$ cat src/rtl/display_pkg.sv
// Shared types, constants and the segment decoder for the display channel scheduler.
package display_pkg;

  // All segments off (active-low).
  localparam logic [6:0] SEG_BLANK = 7'b1111111;

  // One double-dabble iteration per input bit.
  localparam int unsigned DD_ITERATIONS = 16;

  typedef enum logic [1:0] {
    StIdle,
    StLatch,
    StConvert,
    StUpdate
  } state_e;

  // Active-low seven-segment pattern for one BCD digit; non-decimal codes blank the digit.
  function automatic logic [6:0] bcd_to_7seg(input logic [3:0] bcd);
    logic [6:0] seg;
    case (bcd)
      4'd0:    seg = 7'b1000000;
      4'd1:    seg = 7'b1111001;
      4'd2:    seg = 7'b0100100;
      4'd3:    seg = 7'b0110000;
      4'd4:    seg = 7'b0011001;
      4'd5:    seg = 7'b0010010;
      4'd6:    seg = 7'b0000010;
      4'd7:    seg = 7'b1111000;
      4'd8:    seg = 7'b0000000;
      4'd9:    seg = 7'b0010000;
      default: seg = SEG_BLANK;
    endcase
    return seg;
  endfunction

endpackage

$ cat src/rtl/bin2bcd_serial.sv
// Serial double-dabble binary-to-BCD converter: one shift/add-3 iteration per clock.
// Inputs are expected to be <= 9999, so four BCD digits are enough and the bit shifted
// out of the top digit is always zero.
module bin2bcd_serial
  import display_pkg::*;
(
  input  logic            clk,
  input  logic            reset,
  input  logic            start,
  input  logic            abort,
  input  logic [15:0]     bin,
  output logic [3:0][3:0] bcd,
  output logic            done
);

  localparam int unsigned CntW = $clog2(DD_ITERATIONS);

  logic [15:0]     shift_q, shift_d;
  logic [15:0]     bcd_q, bcd_d;
  logic [CntW-1:0] cnt_q, cnt_d;
  logic            active_q, active_d;
  logic            done_q, done_d;
  logic [15:0]     adj;

  // Add-3 correction of every digit that is 5 or more before the shift.
  always_comb begin
    adj = bcd_q;
    for (int i = 0; i < 4; i++) begin
      if (bcd_q[4*i +: 4] >= 4'd5) begin
        adj[4*i +: 4] = bcd_q[4*i +: 4] + 4'd3;
      end
    end
  end

  // Next-state: abort wins over start; done pulses on the cycle after the last iteration.
  always_comb begin
    shift_d  = shift_q;
    bcd_d    = bcd_q;
    cnt_d    = cnt_q;
    active_d = active_q;
    done_d   = 1'b0;
    if (abort) begin
      active_d = 1'b0;
    end else if (start) begin
      shift_d  = bin;
      bcd_d    = '0;
      cnt_d    = '0;
      active_d = 1'b1;
    end else if (active_q) begin
      bcd_d   = {adj[14:0], shift_q[15]};
      shift_d = {shift_q[14:0], 1'b0};
      cnt_d   = cnt_q + 1'b1;
      if (cnt_q == CntW'(DD_ITERATIONS - 1)) begin
        active_d = 1'b0;
        done_d   = 1'b1;
      end
    end
  end

  // Converter state registers.
  always_ff @(posedge clk or posedge reset) begin
    if (reset) begin
      shift_q  <= '0;
      bcd_q    <= '0;
      cnt_q    <= '0;
      active_q <= 1'b0;
      done_q   <= 1'b0;
    end else begin
      shift_q  <= shift_d;
      bcd_q    <= bcd_d;
      cnt_q    <= cnt_d;
      active_q <= active_d;
      done_q   <= done_d;
    end
  end

  // Digit [3] is thousands.
  always_comb begin
    bcd  = bcd_q;
    done = done_q;
  end

endmodule

$ cat src/rtl/display_channel_scheduler.sv
// Time-shares the 4-digit seven-segment display between several PWM width sources.
// The displayed channel rotates every DWELL_TICKS ticks or on next_btn; each refresh
// clamps the selected width and converts it to BCD serially before updating the digits.
module display_channel_scheduler
  import display_pkg::*;
#(
  parameter int unsigned NUM_CHANNELS = 4,
  parameter int unsigned DWELL_TICKS  = 50,
  parameter int unsigned MAX_VALUE    = 9999
) (
  input  logic                              clk,
  input  logic                              reset,
  input  logic                              tick,
  input  logic [NUM_CHANNELS-1:0][15:0]     width_in,
  input  logic                              next_btn,
  input  logic                              hold,
  output logic [3:0][6:0]                   seven_seg_display,
  output logic [6:0]                        channel_seg,
  output logic [$clog2(NUM_CHANNELS)-1:0]   channel_sel,
  output logic                              busy
);

  localparam int unsigned ChW = $clog2(NUM_CHANNELS);
  localparam int unsigned DwW = (DWELL_TICKS > 1) ? $clog2(DWELL_TICKS) : 1;
  localparam logic [ChW-1:0] LastCh = ChW'(NUM_CHANNELS - 1);
  localparam logic [DwW-1:0] LastDw = DwW'(DWELL_TICKS - 1);
  localparam logic [15:0]    MaxVal = 16'(MAX_VALUE);

  state_e          state_q, state_d;
  logic [DwW-1:0]  dwell_q, dwell_d;
  logic [ChW-1:0]  ch_q, ch_d;
  logic            pending_q, pending_d;
  logic [ChW-1:0]  lat_ch_q;
  logic [3:0][6:0] seg_q;
  logic [6:0]      chseg_q;

  logic            dwell_expire;
  logic            advance;
  logic [15:0]     sel_width;
  logic [15:0]     clamped;
  logic            conv_start;
  logic            conv_abort;
  logic            conv_done;
  logic [3:0][3:0] conv_bcd;
  logic            update_en;

  // Channel rotation: dwell expiry and the button share one advance, so a coincident
  // pair moves the channel by exactly one.
  always_comb begin
    dwell_expire = tick && !hold && (dwell_q == LastDw);
    advance      = next_btn || dwell_expire;
    dwell_d      = dwell_q;
    ch_d         = ch_q;
    if (advance) begin
      dwell_d = '0;
      ch_d    = (ch_q == LastCh) ? '0 : ch_q + 1'b1;
    end else if (tick && !hold) begin
      dwell_d = dwell_q + 1'b1;
    end
  end

  // Select and clamp the width of the current channel for the converter.
  always_comb begin
    sel_width = width_in[ch_q];
    clamped   = (sel_width > MaxVal) ? MaxVal : sel_width;
  end

  // FSM state register plus the rotation and pending-refresh state.
  always_ff @(posedge clk or posedge reset) begin
    if (reset) begin
      state_q   <= StIdle;
      dwell_q   <= '0;
      ch_q      <= '0;
      pending_q <= 1'b0;
    end else begin
      state_q   <= state_d;
      dwell_q   <= dwell_d;
      ch_q      <= ch_d;
      pending_q <= pending_d;
    end
  end

  // FSM next-state and single-entry refresh queue.
  always_comb begin
    state_d   = state_q;
    pending_d = pending_q;
    unique case (state_q)
      StIdle: begin
        if (tick || advance || pending_q) state_d = StLatch;
      end
      StLatch: begin
        // Width is captured now; a channel change this cycle needs a fresh refresh.
        pending_d = tick || advance;
        state_d   = StConvert;
      end
      StConvert: begin
        if (tick) pending_d = 1'b1;
        if (advance) begin
          state_d = StLatch;
        end else if (conv_done) begin
          state_d = StUpdate;
        end
      end
      StUpdate: begin
        if (tick || advance) pending_d = 1'b1;
        state_d = StIdle;
      end
      default: state_d = StIdle;
    endcase
  end

  // FSM outputs: converter control and display write enable.
  always_comb begin
    busy       = 1'b0;
    conv_start = 1'b0;
    conv_abort = 1'b0;
    update_en  = 1'b0;
    unique case (state_q)
      StIdle: ;
      StLatch: begin
        busy       = 1'b1;
        conv_start = 1'b1;
      end
      StConvert: begin
        busy       = 1'b1;
        conv_abort = advance;
      end
      StUpdate: begin
        busy      = 1'b1;
        update_en = 1'b1;
      end
      default: ;
    endcase
  end

  bin2bcd_serial u_bin2bcd (
    .clk   (clk),
    .reset (reset),
    .start (conv_start),
    .abort (conv_abort),
    .bin   (clamped),
    .bcd   (conv_bcd),
    .done  (conv_done)
  );

  // Display registers: value and channel digit are written together so they always match.
  always_ff @(posedge clk or posedge reset) begin
    if (reset) begin
      lat_ch_q <= '0;
      seg_q    <= {4{SEG_BLANK}};
      chseg_q  <= SEG_BLANK;
    end else begin
      if (conv_start) lat_ch_q <= ch_q;
      if (update_en) begin
        for (int i = 0; i < 4; i++) begin
          seg_q[i] <= bcd_to_7seg(conv_bcd[i]);
        end
        chseg_q <= bcd_to_7seg(4'(lat_ch_q));
      end
    end
  end

  // Drive outputs from registers.
  always_comb begin
    seven_seg_display = seg_q;
    channel_seg       = chseg_q;
    channel_sel       = ch_q;
  end

endmodule

$ cat config.mk
export PLATFORM = sky130hd
export DESIGN_NAME = display_channel_scheduler
export DESIGN_NICKNAME = d
export VERILOG_FILES = /design/src/rtl/display_pkg.sv /design/src/rtl/bin2bcd_serial.sv /design/src/rtl/display_channel_scheduler.sv
export SDC_FILE = /design/constraint.sdc
export NUM_CORES = 1
export LEC_CHECK = 0
export ABC_AREA = 1
export CAP_MARGIN = 25
export CELL_PAD_IN_SITES_DETAIL_PLACEMENT = 1
export CELL_PAD_IN_SITES_GLOBAL_PLACEMENT = 1
export CORE_ASPECT_RATIO = 1.25
export CORE_MARGIN = 2
export CORE_UTILIZATION = 38
export CTS_CLUSTER_SIZE = 25
export DETAILED_ROUTE_END_ITERATION = 8
export PLACE_DENSITY = 0.91
export REMOVE_ABC_BUFFERS = 1
export SLEW_MARGIN = 5
export SYNTH_ARGS = -nofsm -noshare
export SYNTH_HDL_FRONTEND = slang
export SYNTH_SLANG_ARGS = --single-unit
$ cat constraint.sdc
create_clock -name clk -period 3.3 [get_ports clk]
set_input_delay 0.66 -clock clk [delete_from_list [all_inputs] [get_ports clk]]
set_output_delay 0.66 -clock clk [all_outputs]
set_load 0.02 [all_outputs]
==> out/qor.yml <==
routing:
  top_layer_used: "met4"
  wl_met3_um: 610
  wl_per_cell_um: 14.5
  vias_per_cell: 5.08
  drc: 0
  dr.first_iter.drc_count: 191
  dr.pass1.iters: 4
  via_count: 5000
  wl_met2_um: 7560
  drt-total-wl_um: 14300
  ant_nets: 0
  wl_met1_um: 5850
power_and_ir_drop:
  share_comb_of_total_power_pct: 54.5
  p_per_area_mw_per_mm2: 1000
  ir_drop_mv: 0.457
  clockPowerShare_pct: 15.0
  power_leakage_nw: 3.04
  seqPwrFrac_pct: 30.6
  switching_share_pct: 45.3
  power.internal_w: 0.00370
  p_sw_w: 0.00306
hold_path:
  whs_path_depth: 2
  hold_path_end: "channel_seg[1]"
  hold_path_class: "reg -> reg"
  worstHoldStart: "channel_seg[1]"
cells_and_area:
  syn_to_final_growth_pct: 27.9
  n_antenna_cell: 0
  drive_above_1_share_pct: 11.9
  final_nets: 897
clock_tree:
  cts_setup_buffers: 0
  htree_num_levels: 3
  clock_sinks: 85
  cts_buffers: 9
  holdBufCountCts: 0
  ctsResizeCount: 0
  clkLatencyLatePin_ps: 340
  cts_tree: "done"
  root_buffer: "clkbuf_16"
  cts.path.max_buffers: 2
  clk_pin_slew_ps: 60
sta:
  slew_headroom_pct: 58.2
  fin_crit_sh_pct: 71.6
  grt_setup_unrepaired: "no"
  worst_pin_slew_ps: 621
  slew_violations: 0
  setup_viol_count_final: 0
  finalHoldViolCount: 0
  setup_ws_ps: 938
  setup_tns_ps: 0
  hold_ws_ps: 446
  period_minus_slack_ps: 2360
  clock_skew_ps: 7.80
  fmax_ghz: 0.423
die:
  dieWidth_um: 109
  rows: 48
  initial_core_util_pct: 38.5
  coreArea_mm2: 0.0137
  die-area_mm2: 0.0148
  io_pins: 107
  die_h_um: 136
worst_setup_path:
  reg2reg_depth: 7
  crit_family: "buffers and inverters"
  critPathCaptureType: "output port"
  crit_slowest_cell: "clkdlybuf4s50_1"
  r2r-start: "state_q[0]"
  worstPathMaxFanout: 9
  crit_chain: "buf_4, clkdlybuf4s50_1"
  critPathKind: "reg -> out"
  r2r_end: "u_bin2bcd.cnt_q[3]"
  path_buf_inv: 2
  start_kind: "flip-flop"
  rrSetupSlack_ps: 1060
  crit_required_ps: 2640
  critPathArrivalTime_ps: 1700
  cp_slowest_stage_delay_ps: 620
synth:
  async_flop_share_pct: 100
  synthFlopType: "dfrtp_1"
  syn_area_mm2: 0.00527
  ys_ff_latch: 85
  synth_area_per_cell_um2: 7.41
  netlist_instances: 712
  synth_warnings: 0
  ys_types: 36
  synth_edf_count: 0
  seq_area_frac_synth_pct: 41.1
place:
  gp_congestion: 0.842
  post-place-ws_ps: 647
  hpwl_um: 10100
  numPortBuffers: 106
grt:
  grt_util_all_layers_pct: 20.2
  first_global_vias: 5322
  grt_pass1_wl_um: 24300
  grt_max_degree: 86
  grt.overflow.total: 0
  antenna_found_initial: 0
flow_run:
  cap_violations: 0
status:
  status: "finished clean"
## cell usage in the layout (no fill, tap or decap), drive strengths merged, types with 2 or more instances in the layout
cell type,netlist,final
o21ai,53,53
dfstp,34,34
clkbuf,8,12
a21oi,54,54
ha,24,24
clkinv,0,4
o211ai,11,11
a31oi,3,3
dfrtp,51,51
buf,26,9
clkdlybuf4s50,0,106
nor2,110,110
nor3,7,7
o221ai,2,2
o22ai,5,5
nand3,50,50
inv,68,67
or2,6,6
nand2,192,192
## synthesized netlist by cell type, types with 2 or more instances
master	instances	area, um2
a21oi_1	48	240
buf_2	10	50.1
a31oi_1	3	18.8
o22ai_1	5	31.3
buf_6	6	67.6
nand3_2	12	120
ha_1	24	300
buf_4	5	37.5
nor3_1	7	35.0
or2_2	6	37.5
nand2_1	181	679
buf_1	4	15.0
dfrtp_1	51	1280
o221ai_1	2	17.5
o21ai_0	53	265
nor2_2	2	12.5
dfstp_2	34	893
nand2_2	11	68.8
clkbuf_1	8	30.0
o211ai_1	11	82.6
a21oi_2	5	43.8
nand3_1	38	190
inv_1	66	248
nor2_1	108	405
## flip-flops by register name (all words and copies together), names as in the netlist
| name | flops |
|---|---|
| state_q | 2 |
| u_bin2bcd.active_q | 1 |
| u_bin2bcd.done | 1 |
| seven_seg_display | 28 |
| channel_sel | 2 |
| pending_q | 1 |
| channel_seg | 6 |
| u_bin2bcd.shift_q | 16 |
| u_bin2bcd.bcd | 16 |
| lat_ch_q | 2 |
| dwell_q | 6 |
| u_bin2bcd.cnt_q | 4 |
## logic make-up (layout without fill, tap and decap cells)
| kind of cell | count (synthesis) | count (layout) | share of synthesized area, % |
|---|---|---|---|
| compound gates | 133 | 133 | 14.4 |
| xor+xnor | 1 | 1 | 0.166 |
| fa+ha+maj | 24 | 24 | 5.70 |
| buf+inv | 102 | 199 | 8.97 |
| flops | 85 | 85 | 41.1 |
| simple gates | 367 | 367 | 29.6 |
## through the flow
| stage | cell area [um2] | cells | utilization (%) | total power, W |
|---|---|---|---|---|
| 3_3_place_gp | 6420 | 967 | 46.9 | 0.00549 |
| 4_1_cts | 6720 | 983 | 49.1 | 0.00678 |
| 6_report | 6750 | 984 | 49.3 | 0.00676 |
| 2_1_floorplan | 5060 | 678 | - | 0.00434 |
| 5_1_grt | 6750 | 984 | 49.3 | 0.00738 |
| 3_5_place_dp | 6420 | 967 | 46.9 | 0.00568 |
## layer usage
| metal | global-route usage [%] | vias to the layer above |
|---|---|---|
| met2 | 36.9 | 121 |
| met5 | 0 | - |
| li1 | - | 2474 |
| met1 | 23.3 | 2387 |
| met3 | 4.86 | 18 |
| met4 | 5.41 | 0 |
## worst max path at each step
| stage | from | endpoint | cells after the start |
|---|---|---|---|
| finish | channel_sel[1] | channel_sel[1] | 2 |
| global route | tick | u_bin2bcd.cnt_q[3] | 10 |
| CTS | channel_sel[0] | channel_sel[0] | 2 |
| detailed placement | tick | u_bin2bcd.shift_q[13] | 11 |
| global placement | tick | u_bin2bcd.shift_q[13] | 11 |
| floorplan | reset | channel_sel[0] | 1 |
## worst min-delay path, stage by stage, from the launching register on
cell and delay [ps]:
dfstp_2 370, inv_1 40, nor2_1 40
## final cells by class
| type | instances | area, um2 |
|---|---|---|
| tap | 175 | 219 |
| clock inverter | 4 | 47.5 |
| fill | 1709 | 6950 |
| clock buffer | 12 | 246 |
| timing repair buffer | 115 | 1170 |
| inverter | 68 | 259 |
| multi-input combinational | 525 | 2630 |
| sequential | 85 | 2170 |
## power groups by stage
| stage | clock network (W) | logic, W | registers, W |
|---|---|---|---|
| after floorplan | 0 | 0.00204 | 0.00230 |
| after global placement | 0 | 0.00344 | 0.00205 |
| after detailed placement | 0 | 0.00361 | 0.00207 |
| after CTS | 0.00104 | 0.00367 | 0.00207 |
| after global routing | 0.00108 | 0.00417 | 0.00214 |
| final | 0.00101 | 0.00368 | 0.00207 |
No activity file was read; power rests on OpenSTA's default activity.
